`config.mk`:
```
export PLATFORM = sky130hd
export DESIGN_NAME = rr_arbiter4
export DESIGN_NICKNAME = d
export VERILOG_FILES = /design/src/rtl/arb_pkg.sv /design/src/rtl/rr_pick.sv /design/src/rtl/rr_arbiter4.sv
export SDC_FILE = /design/constraint.sdc
export NUM_CORES = 1
export LEC_CHECK = 0
export ABC_AREA = 1
export CORE_MARGIN = 2
export CORE_UTILIZATION = 51
export CTS_CLUSTER_SIZE = 24
export DETAILED_ROUTE_END_ITERATION = 10
export GPL_ROUTABILITY_DRIVEN = 0
export HOLD_SLACK_MARGIN = 0.1
export MAX_ROUTING_LAYER = met4
export PLACE_DENSITY = 0.87
export SLEW_MARGIN = 20
export SYNTH_ARGS = -nofsm -noshare
export SYNTH_HDL_FRONTEND = slang
export SYNTH_HIERARCHICAL = 1
export SYNTH_SLANG_ARGS = --single-unit
```
`constraint.sdc`:
```
create_clock -name clk -period 1.84 [get_ports clk]
set_input_delay 0.552 -clock clk [delete_from_list [all_inputs] [get_ports clk]]
set_output_delay 0.552 -clock clk [all_outputs]
set_load 0.05 [all_outputs]
```
`src/rtl/arb_pkg.sv`:
```
// -----------------------------------------------------------------------------
// arb_pkg
//   Shared types, defaults and small helpers for the round-robin arbiter
//   (rr_arbiter4) and its rotating-priority picker (rr_pick).
//
//   Contents:
//     arb_state_e    FSM state encoding {IDLE, GRANT}
//     ARB_N          default number of requesters
//     ARB_MAX_HOLD   default maximum grant hold time (timeout build only)
//     arb_onehot()   index -> one-hot vector for the default width
//     arb_rotl()     rotate-left of a default-width request vector
// -----------------------------------------------------------------------------
package arb_pkg;

  localparam int unsigned ARB_N        = 4;
  localparam int unsigned ARB_MAX_HOLD = 8;

  typedef enum logic {
    IDLE  = 1'b0,
    GRANT = 1'b1
  } arb_state_e;

  // One-hot encode an index into an ARB_N-wide vector.
  function automatic logic [ARB_N-1:0] arb_onehot(input int unsigned idx);
    logic [ARB_N-1:0] v;
    v = '0;
    v[idx % ARB_N] = 1'b1;
    return v;
  endfunction

  // Rotate an ARB_N-wide vector left by 'amt' positions.
  function automatic logic [ARB_N-1:0] arb_rotl(input logic [ARB_N-1:0] v,
                                                input int unsigned     amt);
    logic [ARB_N-1:0] r;
    r = v;
    for (int i = 0; i < int'(amt % ARB_N); i++) begin
      r = {r[ARB_N-2:0], r[ARB_N-1]};
    end
    return r;
  endfunction

endpackage : arb_pkg

```
`src/rtl/rr_pick.sv`:
```
// -----------------------------------------------------------------------------
// rr_pick
//   Combinational rotating-priority picker. Scans the request vector starting
//   at index ptr_i and wrapping modulo N; the first set bit wins.
//
//   Ports:
//     req_i       in   N      request vector
//     ptr_i       in   IDX_W  index with highest priority this cycle
//     pick_o      out  N      one-hot winner (all-zero when no request)
//     pick_idx_o  out  IDX_W  binary index of the winner (0 when none)
//     any_o       out  1      at least one request is present
// -----------------------------------------------------------------------------
module rr_pick
  import arb_pkg::*;
#(
  parameter int unsigned N     = ARB_N,
  parameter int unsigned IDX_W = $clog2(N)
) (
  input  logic [N-1:0]     req_i,
  input  logic [IDX_W-1:0] ptr_i,
  output logic [N-1:0]     pick_o,
  output logic [IDX_W-1:0] pick_idx_o,
  output logic             any_o
);

  logic [IDX_W-1:0] cand;

  always_comb begin
    // NOTE: every output of a combinational block gets a default before any
    // conditional assignment, otherwise the tool infers a latch.
    pick_o     = '0;
    pick_idx_o = '0;
    cand       = '0;
    any_o      = |req_i;

    // Walk from the lowest priority offset down to ptr_i itself so the last
    // hit (closest to ptr_i) overwrites earlier ones. N is a power of two,
    // so IDX_W-bit addition wraps modulo N for free.
    for (int k = N - 1; k >= 0; k--) begin
      cand = ptr_i + IDX_W'(k);
      if (req_i[cand]) begin
        pick_idx_o = cand;
      end
    end

    if (any_o) begin
      pick_o = {{(N-1){1'b0}}, 1'b1} << pick_idx_o;
    end
  end

endmodule : rr_pick

```
`src/rtl/rr_arbiter4.sv`:
```
// -----------------------------------------------------------------------------
// rr_arbiter4
//   Registered round-robin arbiter producing a strictly one-hot (or all-zero)
//   grant vector. A grant is held until the owner pulses rel or drops its
//   request; every release is followed by at least one all-zero grant cycle
//   before the next grant, and the priority pointer moves to owner+1.
//
//   Build option:
//     ARB_TIMEOUT_EN  when defined, a grant held for MAX_HOLD cycles is
//                     force-released and timeout pulses for one cycle.
//                     When undefined, grants are held indefinitely and
//                     timeout is tied low.
//
//   Ports:
//     clk      in   1  rising-edge clock
//     rst      in   1  asynchronous, active-high reset
//     req      in   N  level-sensitive request lines
//     rel      in   1  release pulse from the current owner
//     gnt      out  N  registered one-hot grant, all-zero when idle
//     busy     out  1  registered, equals |gnt
//     timeout  out  1  one-cycle pulse on a forced release
// -----------------------------------------------------------------------------
module rr_arbiter4
  import arb_pkg::*;
#(
  parameter int unsigned N        = ARB_N,
  parameter int unsigned MAX_HOLD = ARB_MAX_HOLD
) (
  input  logic         clk,
  input  logic         rst,
  input  logic [N-1:0] req,
  input  logic         rel,
  output logic [N-1:0] gnt,
  output logic         busy,
  output logic         timeout
);

  localparam int unsigned IDX_W = $clog2(N);

  arb_state_e       state_q, state_d;
  logic [IDX_W-1:0] ptr_q,   ptr_d;
  logic [IDX_W-1:0] owner_q, owner_d;
  logic [N-1:0]     gnt_q,   gnt_d;
  logic             busy_q,  busy_d;

  logic [N-1:0]     pick;
  logic [IDX_W-1:0] pick_idx;
  logic             pick_any;

  logic             owner_rel;  // owner gives up the grant this cycle
  logic             force_rel;  // hold limit reached without a normal release
  logic             leave;      // grant ends at the next edge

  rr_pick #(
    .N     (N),
    .IDX_W (IDX_W)
  ) u_pick (
    .req_i      (req),
    .ptr_i      (ptr_q),
    .pick_o     (pick),
    .pick_idx_o (pick_idx),
    .any_o      (pick_any)
  );

  assign owner_rel = rel | ~req[owner_q];
  assign leave     = (state_q == GRANT) & (owner_rel | force_rel);

`ifdef ARB_TIMEOUT_EN
  localparam int unsigned    CNT_W     = (MAX_HOLD > 1) ? $clog2(MAX_HOLD) : 1;
  localparam logic [CNT_W-1:0] HOLD_LAST = CNT_W'(MAX_HOLD - 1);

  logic [CNT_W-1:0] hold_cnt_q, hold_cnt_d;
  logic             timeout_q,  timeout_d;

  // A normal release on the same cycle takes precedence over the timeout.
  assign force_rel = (hold_cnt_q == HOLD_LAST) & ~owner_rel;

  always_comb begin
    hold_cnt_d = '0;
    timeout_d  = 1'b0;
    if (state_q == GRANT) begin
      timeout_d = force_rel;
      if (!leave) begin
        hold_cnt_d = hold_cnt_q + CNT_W'(1);
      end
    end
  end

  always_ff @(posedge clk or posedge rst) begin
    if (rst) begin
      hold_cnt_q <= '0;
      timeout_q  <= 1'b0;
    end else begin
      hold_cnt_q <= hold_cnt_d;
      timeout_q  <= timeout_d;
    end
  end

  assign timeout = timeout_q;
`else
  assign force_rel = 1'b0;
  assign timeout   = 1'b0;
`endif

  // Next-state and output logic.
  always_comb begin
    state_d = state_q;
    ptr_d   = ptr_q;
    owner_d = owner_q;
    gnt_d   = gnt_q;
    busy_d  = busy_q;

    unique case (state_q)
      IDLE: begin
        gnt_d  = '0;
        busy_d = 1'b0;
        if (pick_any) begin
          gnt_d   = pick;
          owner_d = pick_idx;
          busy_d  = 1'b1;
          state_d = GRANT;
        end
      end

      GRANT: begin
        // Only the owner's request line matters here; other requesters are
        // looked at again once the FSM is back in IDLE.
        if (leave) begin
          gnt_d   = '0;
          busy_d  = 1'b0;
          ptr_d   = owner_q + IDX_W'(1);  // wraps N-1 -> 0
          state_d = IDLE;
        end
      end

      default: begin
        state_d = IDLE;
        gnt_d   = '0;
        busy_d  = 1'b0;
      end
    endcase
  end

  always_ff @(posedge clk or posedge rst) begin
    if (rst) begin
      // NOTE: state registers use non-blocking assignments so every flop
      // samples the pre-edge values regardless of statement order.
      state_q <= IDLE;
      ptr_q   <= '0;
      owner_q <= '0;
      gnt_q   <= '0;
      busy_q  <= 1'b0;
    end else begin
      state_q <= state_d;
      ptr_q   <= ptr_d;
      owner_q <= owner_d;
      gnt_q   <= gnt_d;
      busy_q  <= busy_d;
    end
  end

  assign gnt  = gnt_q;
  assign busy = busy_q;

endmodule : rr_arbiter4

```
# --- Word-level counts from Yosys, hierarchy flattened ---
# Index checks and enable logic that the tools add are counted.
word_totals:
  ff_bits: 10
  inputBits: 7
  out_inout_bits: 6
  elab_cells: 45
classes:
  add_sub_neg: 4
  n_lt_le_gt_ge: 5
  eq_ne: 1
  shift: 1
  n_mux: 22
  bitwise_logic: 4
  reduce_logical: 3
ops:
  columns: ["cell", "n"]
  rows:
  - ["< comparator 2 x 3 -> 1 bit (second input constant)", 5]
  - ["binary-select mux 1 bit (select 2 bit)", 5]
  - ["two-way mux 1 bit", 8]
  - ["two-way mux 2 bit", 4]
  - ["two-way mux 4 bit", 2]
  - ["one-hot mux 4 bit (2 select lines)", 1]
  - ["adder 2 x 1 -> 2 bit (second input constant)", 2]
  - ["adder 2 bit (second input constant)", 2]
  - ["one-hot mux 1 bit (2 select lines)", 2]
  - ["AND reduction 2 bit", 2]
  - ["OR reduction 4 bit", 1]
  - ["left shift 1 x 2 -> 4 bit (first input constant)", 1]
  - ["inequality test 2 x 1 -> 1 bit (second input constant)", 1]
  - ["inverter 1 bit", 2]
  - ["bitwise AND 1 bit", 1]
  - ["bitwise OR 1 bit", 1]

# --- Depth between registers and ports, before layout ---
# Gate-level depths: netlist (run 1).
logic_depth:
  ltp_word: 10
  depth_mapped: 13
  ltp_nobuf: 13

# --- Modules after synthesis ---
# The synthesis (run 1) kept the hierarchy.
modules_own_cells:
  columns: ["mod", "instances", "cells_each", "area_per_inst_um2", "seq_area_each_um2"]
  rows:
  - ["rr_arbiter4", 1, 60, 508.0, 250.2]
  - ["rr_pick", 1, 66, 281.5, 0.0]

# --- Least setup slack after synthesis (run 1) ---
# No wires, ideal clock.
synth_timing:
  path_kind: "input to register"
  start: "in req[3]"
  end: "reg gnt_q[1], in the netlist gnt[1]"
  setup_ns: 0.120
  arrival_time_ns: 1.308
  slack_ns: 0.412
  cell_stages: 12
  path_buffers: 0
  cell_sequence: "inv_1 nand2_1 nand3_1 nand2_1 nand3_1 nand2_1 nand2_1 nand2_2 nand2_1 inv_1 nand2_1 nand2_1"
synth_via:
  elab_chain_len: 9
  elab_cells_between_ends: 22
  classes_between: "eq/ne: 1; shift: 1; mux: 16; bitwise: 3; reduce/logical: 1"
synth_lines:
  columns: ["item", "line", "text"]
  rows:
  - ["from (decl)", "rr_arbiter4.sv:31", "input logic [N-1:0] req,"]
  - ["binary-select mux 1 bit (select 2 bit)", "rr_pick.sv:41", "if (req_i[cand]) begin"]
  - ["two-way mux 1 bit (implied by the code)", "rr_pick.sv:41", null]
  - ["two-way mux 2 bit (3 in series)", "rr_pick.sv:41", null]
  - ["two-way mux 2 bit *", "rr_pick.sv:41", null]
  - ["net pick_idx[0]", "rr_arbiter4.sv:47", "logic [IDX_W-1:0] pick_idx;"]
  - ["left shift 1 x 2 -> 4 bit *", "rr_pick.sv:47", "pick_o = {{(N-1){1'b0}}, 1'b1} << pick_idx_o;"]
  - ["net pick[1]", "rr_arbiter4.sv:46", "logic [N-1:0] pick;"]
  - ["two-way mux 4 bit *", "rr_arbiter4.sv:117", "if (pick_any) begin"]
  - ["one-hot mux 4 bit (2 select lines) *", "rr_arbiter4.sv:113", "unique case (state_q)"]
  - ["to (signal assigned)", "rr_arbiter4.sv:157", "gnt_q <= gnt_d;"]
  - ["to (decl)", "rr_arbiter4.sv:43", "logic [N-1:0] gnt_q, gnt_d;"]
# The timed path passes the listed nets; every way through them passes the cells marked *. The select of a mux whose other input is x is not followed.
# A chain may end at the register's enable or synchronous reset.

# --- Worst setup path in the final report (run 1) ---
layout_timing:
  start: "in req[3]"
  end: "reg gnt_q[3], in the netlist gnt[3]"
layout_via:
  elab_chain_len: 9
  elab_cells_between_ends: 22
  classes_between: "eq/ne: 1; shift: 1; mux: 16; bitwise: 3; reduce/logical: 1"
layout_lines:
  columns: ["item", "line"]
  rows:
  - ["binary-select mux 1 bit (select 2 bit)", "rr_pick.sv:41"]
  - ["two-way mux 1 bit (implied by the code)", "rr_pick.sv:41"]
  - ["two-way mux 2 bit (3 in series)", "rr_pick.sv:41"]
  - ["two-way mux 2 bit *", "rr_pick.sv:41"]
  - ["left shift 1 x 2 -> 4 bit *", "rr_pick.sv:47"]
  - ["net pick[3]", "rr_arbiter4.sv:46"]
  - ["two-way mux 4 bit *", "rr_arbiter4.sv:117"]
  - ["one-hot mux 4 bit (2 select lines) *", "rr_arbiter4.sv:113"]
# Marked as above.

==> results.txt, run 1 <==
13 I/O pins were placed. Across the VDD grid, the largest voltage drop is 870 uV. Once layout is complete, the cells apart from fillers number 161. Maximum net fanout on the critical path: 4.

The worst setup path startpoint is req[3]. The number of pins with negative max-slew slack in the final report is 0. For this design, the slowest cell found on the critical path is sky130_fd_sc_hd__clkdlybuf4s50_1. After detailed routing, the average wire length per cell comes to 11.8 um. Counting tap cells, the placed design contains a total of 158 instances. Number of synthesized register bits: 10. The overflow left after global routing was 0. The data required time at the worst endpoint is 2.04 ns, and the global-route wire length before repair is 2950 um. On the worst path, the slowest cell contributes a delay of 0.49 ns.

Setup repair after global routing could not meet its margin everywhere. CTS placed an instance of sky130_fd_sc_hd__clkbuf_4 at the clock tree root. Of the synthesized area, sequential elements account for 31.7%.

The worst register-to-register path begins at ptr_q[0]. The maximum level of the CTS H-tree was 1. Worst hold-check path type: flip-flop to flip-flop.

Timing would allow up to 0.560 GHz. The startpoint identified for the worst hold timing path is gnt[1]. Number of nets in the final layout: 154. The portion of the clock cycle consumed by the worst path in the final layout came out at 97.1%. Cells fill 68.5% of the core in the end. After clock tree synthesis, the clock-pin slew on the worst setup and hold paths is 0.06 ns. The die area was 0.00188 mm2. For this configuration, the core starts out at a cell density of 53.7%. The logs give 1.99 ns for the critical path arrival and 0 for the residual DRC count.

The routed design has 1900 um of wire. Buffer depth of the longest clock path: 2. The share of Yosys cell area claimed by the top area cell type came out at 31.7%.

The number of cells on the worst reg-to-reg path is 11. Traced cell by cell, the critical path runs through clkdlybuf4s50_1, inv_2, nand2_1, nand2_1, nor2_2, nand2_1, nand2_1, nand2_1, nand3_1, nand2_1, nor2_1, nand2_1, nand2_1. The logs give 133 for the number of nets in the synthesized netlist and 0 for the number of antenna cells inserted. The synthesized netlist contains 17 unique library cells. The tools report the number of DRC markers after the initial detailed-route iteration as 26.

The floorplan die width works out to 43.3 um. The critical path in this run is classified as primary input to flip-flop. The initial antenna violation count is 0, and the overall global routing resource usage is 21.4%. The worst register-to-register path ends at gnt[3].

The post-route antenna net violation count is 0, and the hold-fix buffer count after cts is 0. For the number of clock buffers inserted by TritonCTS, the log shows 3. The floorplan has 14 rows. After synthesis, the cell types taking the most area are sky130_fd_sc_hd__dfrtp_1 32%, sky130_fd_sc_hd__nand2_1 26%, sky130_fd_sc_hd__inv_1 8.1%, sky130_fd_sc_hd__nand3_1 7.6%, sky130_fd_sc_hd__nand4_1 4.8%. Entering global routing, the biggest net connects 11 pins. TritonCTS built the clock tree.

The number of cells on the worst hold path is 2. Most repeated library cell on the critical path: sky130_fd_sc_hd__nand2_1. For this run, the detailed router's first-pass iteration total came to 4. The run gives 0 as the number of hold-slack violations in the final timing report. The share of cells above drive strength 1 was 28.3%; the via count of the first global-routing pass was 742. In this run the standard cell core region covers 0.00147 mm2.

Once detailed placement completed, the half-perimeter wirelength came to 1360 um. The path with the worst hold slack has its endpoint at gnt[1]. During placement, the flow inserted port buffers numbering 11. The power per standard cell area works out to 1890 mW/mm2. The worst setup path is captured at a flip-flop.

The post-layout minimum cycle time is 1.79 ns. The tool flagged a number of max-cap violations equal to 0. CTS saw 10 sinks. The clock latency on the worst-skew pair is 0.26 ns, and the average cell area after synthesis is 6.27 um2. Setup total negative slack on the finished layout was measured at 0 ns.

The floorplan step set the die height to 43.3 um. Hold timing on the final database bottoms out at a slack of 0.524 ns. Compared with the post-synthesis result, the final layout area differs by 27.7%. Setup violations remaining at the end of the flow were counted as 0. The cell type with the largest total area after synthesis was sky130_fd_sc_hd__dfrtp_1. The run finished with clean final reports. The cell leakage power came out at 0.623 nW. Dividing the detail-routed via count by the number of cells gives 5.18. The reg-to-reg setup timing slack was 0.17 ns; the post-synthesis cell area was 790 um2.

Across the routed clock network, the largest skew measured is 0.00168 ns. The total number of yosys warnings came out at 6. Element type at the critical path start: a primary input. Summing over every cut layer, the via total after detailed routing is 834. The design draws 1.91 mW. Synthesis produced a netlist whose cell count is 126.
-- where the power goes --
part / switching (mW) / total (mW) / internal, mW
clock: 0.0708 / 0.146 / 0.0754
combinational: 0.844 / 1.31 / 0.463
sequential: 0.134 / 0.453 / 0.320
-- cell usage after synthesis --
library cell and number:
sky130_fd_sc_hd__inv_2 3, sky130_fd_sc_hd__nor2_2 1, sky130_fd_sc_hd__conb_1 1, sky130_fd_sc_hd__nand4_1 6, sky130_fd_sc_hd__buf_6 1, sky130_fd_sc_hd__buf_4 1
sky130_fd_sc_hd__o21ai_0 3, sky130_fd_sc_hd__nand2_4 2, sky130_fd_sc_hd__nand2_1 55, sky130_fd_sc_hd__xor2_1 1, sky130_fd_sc_hd__nor2_1 6, sky130_fd_sc_hd__nand3_1 12
sky130_fd_sc_hd__inv_1 17, sky130_fd_sc_hd__nand2_2 3, sky130_fd_sc_hd__dfrtp_1 10, sky130_fd_sc_hd__clkbuf_8 1, sky130_fd_sc_hd__nand3_2 3
-- sequential cells by signal, indices dropped and copies added (netlist names) --
name     count
gnt          4
busy         1
owner_q      2
state_q      1
ptr_q        2
-- area by class of cell --
cell class / count / area (um2)
Fill cell: 124 / 463
Inverter: 20 / 75.1
Tap cell: 16 / 20.0
Sequential cell: 10 / 251
Multi-Input combinational cell: 93 / 474
Clock buffer: 3 / 22.5
Timing Repair Buffer: 19 / 165
-- logic make-up (layout without fill, tap and decap cells) --
family                    count (synthesis)  after routing  synth area share [%]
other                                     1              1                 0.475
and+or+nand+nor                          88             88                  51.2
buffers and inverters                    23             42                  13.6
xor gates and xnor gates                  1              1                  1.11
AOI/OAI and AO/OA                         3              3                  1.90
DFF                                      10             10                  31.7
-- worst max-delay path by stage --
stage | endpoint | slack (ns) | depth (start not counted)
2_1_floorplan | gnt[1] | 0.41 | 12
3_3_place_gp | gnt[3] | -0.17 | 13
3_5_place_dp | gnt[3] | -0.24 | 13
4_1_cts | gnt[3] | 0.03 | 13
5_1_grt | gnt[0] | -0.04 | 14
6_report | gnt[3] | 0.05 | 13
-- repair_timing --
item	4_1_cts	5_1_grt
gates resized for setup	0	19
buffers inserted	0	0
hold endpoints to repair	0	0
endpoints found under the setup margin	0	6
-- metrics by stage --
stage	setup WS [ns]	instance area, um2
after floorplan	0.412	790
after global placement	-0.170	935
after detailed placement	-0.241	935
after CTS	0.0295	957
after global routing	-0.0394	1010
final	0.0531	1010
-- critical path: cells and delay by family --
kind,cells,cell delay (ns)
buffers and inverters,2,0.56
and+or+nand+nor,11,0.87
-- cells in the final DEF, fill, tap and decap left out, types with 3 or more instances in the layout --
| cell type | synthesis | routed |
|---|---|---|
| sky130_fd_sc_hd__nand2_1 | 55 | 50 |
| sky130_fd_sc_hd__nand2_4 | 2 | 3 |
| sky130_fd_sc_hd__buf_4 | 1 | 13 |
| sky130_fd_sc_hd__clkdlybuf4s50_1 | 0 | 3 |
| sky130_fd_sc_hd__nand4_1 | 6 | 6 |
| sky130_fd_sc_hd__dlymetal6s2s_1 | 0 | 3 |
| sky130_fd_sc_hd__nand3_1 | 12 | 9 |
| sky130_fd_sc_hd__nand2_2 | 3 | 7 |
| sky130_fd_sc_hd__dfrtp_1 | 10 | 9 |
| sky130_fd_sc_hd__inv_1 | 17 | 14 |
| sky130_fd_sc_hd__nor2_1 | 6 | 5 |
| sky130_fd_sc_hd__clkbuf_4 | 0 | 3 |
| sky130_fd_sc_hd__nand3_2 | 3 | 5 |
| sky130_fd_sc_hd__inv_2 | 3 | 6 |
-- routing by layer --
layer / wire [um] / up-vias / global-route usage [%]
met5: 0 / - / -
met4: 10 / 0 / 2.42
met3: 117 / 2 / 7.50
met2: 931 / 28 / 34.6
met1: 838 / 379 / 26.8
li1: - / 425 / -
(Power assumes the default switching activity.)
==> run 2: changes to the inputs <==
--- a/config.mk
+++ b/config.mk
@@ -6,7 +6,7 @@
 export NUM_CORES = 1
 export LEC_CHECK = 0
 export ABC_AREA = 1
-export CORE_MARGIN = 2
+export CORE_MARGIN = 3
 export CORE_UTILIZATION = 51
 export CTS_CLUSTER_SIZE = 24
 export DETAILED_ROUTE_END_ITERATION = 10
==> results.txt, run 2 (synthesis results as in run 1) <==
Global routing finished with a remaining overflow of 0. In the global route stage, met3 resource usage came out at 7.17%. The register with the most flip-flops in the layout has 4 of them. The overall die height came out at 45.3 um.

Clock-pin slew was measured on the worst setup and hold paths at 0.07 ns. The number of cells on the worst hold path is 2. The library cell used most frequently in the layout, excluding fill and tap cells, is sky130_fd_sc_hd__nand2_1. The tools report the via count of the first global-routing pass as 733. During placement, the flow inserted port buffers numbering 11.

In this design, the critical path's most frequently occurring cell is sky130_fd_sc_hd__nand2_1. Clock tree synthesis inserted a total of 3 buffers. In the routed design, unresolved DRC markers number 0. The highest cell delay on the worst timing path is 0.50 ns. The worst hold-check path type is flip-flop to flip-flop.

The tools report the buffer depth of the longest clock path as 2. In the layout the commonest cells are 51 x sky130_fd_sc_hd__nand2_1, 13 x sky130_fd_sc_hd__buf_4, 12 x sky130_fd_sc_hd__inv_1, 10 x sky130_fd_sc_hd__dfrtp_1, 9 x sky130_fd_sc_hd__nand3_1. Data arrives at the worst endpoint at 1.86 ns. In this run the worst setup path begins at ptr_q[0]. In this run the critical register-to-register path is launched from ptr_q[0].

The floorplan has 13 rows. The share of cells above drive strength 1 came out at 28.8%. The flow ran to the end, and the final reports show no timing, DRC or antenna violations. The number of hold-slack violations in the final timing report is 0. Setup repair after global routing left no endpoint under its margin.

The run gives 4 as the detailed-routing iteration count for the pre-antenna-repair pass. The die is 45.3 um wide. The clock arrives with 0.00911 ns of skew.

The critical path goes through buf_4, nand2_1, o21ai_1, nand2_1, nand2_1, inv_1, nand3_1, nand2_2, nand2_4, inv_2, nor2_1, nand2_1, nand2_1. After layout, the worst path uses 89.9% of the clock period. The element type at the critical path start is a flip-flop.

Cells fill 73.2% of the core in the end. Entering global routing, the biggest net connects 11 pins. For the maximum clock rate, the log shows 0.604 GHz.

CTS saw 10 sinks. In this run, the number of DRC markers left after iteration 0 of detailed routing was 30. The number of antenna diodes in the final layout is 0. The post-route antenna net violation count is 0.

The number of nets in the final layout is 154. Summed over all cells, the static leakage comes to 0.638 nW. In the global route stage, met2 resource usage came out at 34.2%. The floorplan step defined a die boundary enclosing 0.00206 mm2.

Counting cells, the worst reg-to-reg path comes to 13. Number of pins with negative max-slew slack in the final report: 0. Counting I/O delays and the setup requirement, the final critical path takes 1.65 ns. The run gives 1 as the maximum level of the CTS H-tree. The highest-delay cell along the critical path is sky130_fd_sc_hd__dfrtp_1. Data on the critical path is required at its endpoint by 2.04 ns. From synthesis to final layout, the design area changed by 28.2%.

VDD sags by at most 1050 uV. Across all register-to-register paths, the minimum setup slack is 0.19 ns. Wires add up to 2110 um. The critical path is of the flip-flop to flip-flop type.

Max-cap violations in this run came to 0. Across every metal layer, demand over resource in global routing totals 21.0%. In the routed layout, each cell is associated on average with a via count of 5.33. The clock reaches the later pin of the worst-skew pair after 0.27 ns.

The core region is 0.00138 mm2. For this configuration, the core starts out at a cell density of 57.1%. In the final routed layout, each cell accounts on average for 13.1 um. After global routing, the most crowded layer is met2. Initial antenna violation count: 0. The detailed router placed 858 vias in this run.

TritonCTS built the clock tree. The worst setup path is captured at a flip-flop. The finished layout holds 161 standard cells, fillers aside. For this design the ratio of total power to cell area is 1920 mW/mm2. Detailed placement finished with a half-perimeter wire length of 1440 um. In this run the clock root is driven by a sky130_fd_sc_hd__clkbuf_4. The capture instance of the worst register-to-register path was gnt[3]. The maximum net fanout on the critical path is 7. The timing endpoint of the critical path is gnt[3].

The global-route wire length before repair was 3010 um. The number of hold buffers added after CTS was 0. Counting tap cells, the placed design contains a total of 157 instances.

The final count of negative-setup-slack endpoints was 0; the global-route met1 utilization was 24.7%. In this run the count of I/O pins placed on the die edge is 13.
## run 2: worst min-delay path by stage
stage / start / to / slack [ns]
final: gnt[1] / gnt[1] / 0.52
after global routing: gnt[1] / gnt[1] / 0.57
after CTS: gnt[1] / gnt[1] / 0.53
after detailed placement: gnt[1] / gnt[1] / 0.51
after global placement: gnt[0] / gnt[0] / 0.51
after floorplan: rst / busy / 0.39
## run 2: critical path, delay by kind of cell (launching register included)
kind                   cells  cell delay, ns
DFF                        1            0.50
AOI/OAI and AO/OA          1            0.07
buffers and inverters      3            0.28
and+or+nand+nor            9            0.73
## run 2: routing by layer
metal	routed length (um)	up-vias
li1	-	426
met1	828	397
met2	1160	35
met3	123	0
met4	0	0
met5	0	-
## run 2: repair_timing
action	4_1_cts	5_1_grt
buffers inserted	0	0
setup endpoints to repair	0	6
gates resized for setup	0	19
## run 2: layout make-up
| cell class | instances | area [um2] |
|---|---|---|
| Timing Repair Buffer | 19 | 168 |
| Clock buffer | 4 | 36.3 |
| Tap cell | 15 | 18.8 |
| Inverter | 20 | 75.1 |
| Sequential cell | 10 | 250 |
| Fill cell | 118 | 370 |
| Multi-Input combinational cell | 93 | 464 |
## run 2: power by group
group,internal [mW],switching (mW)
clock,0.120,0.0803
combinational,0.452,0.842
sequential,0.317,0.135
total,0.889,1.06
## run 2: through the flow
step                cell area [um2]  power, mW  setup slack, ns  setup TNS (ns)  hold WS (ns)
CTS                             970       1.86           0.0366               0         0.525
finish                         1010       1.95            0.185               0         0.519
global route                   1010       2.12           0.0512               0         0.572
global placement                933       1.59           -0.170          -0.892         0.507
detailed placement              933       1.65           -0.235           -1.24         0.508
floorplan                       790       1.37            0.412               0         0.392
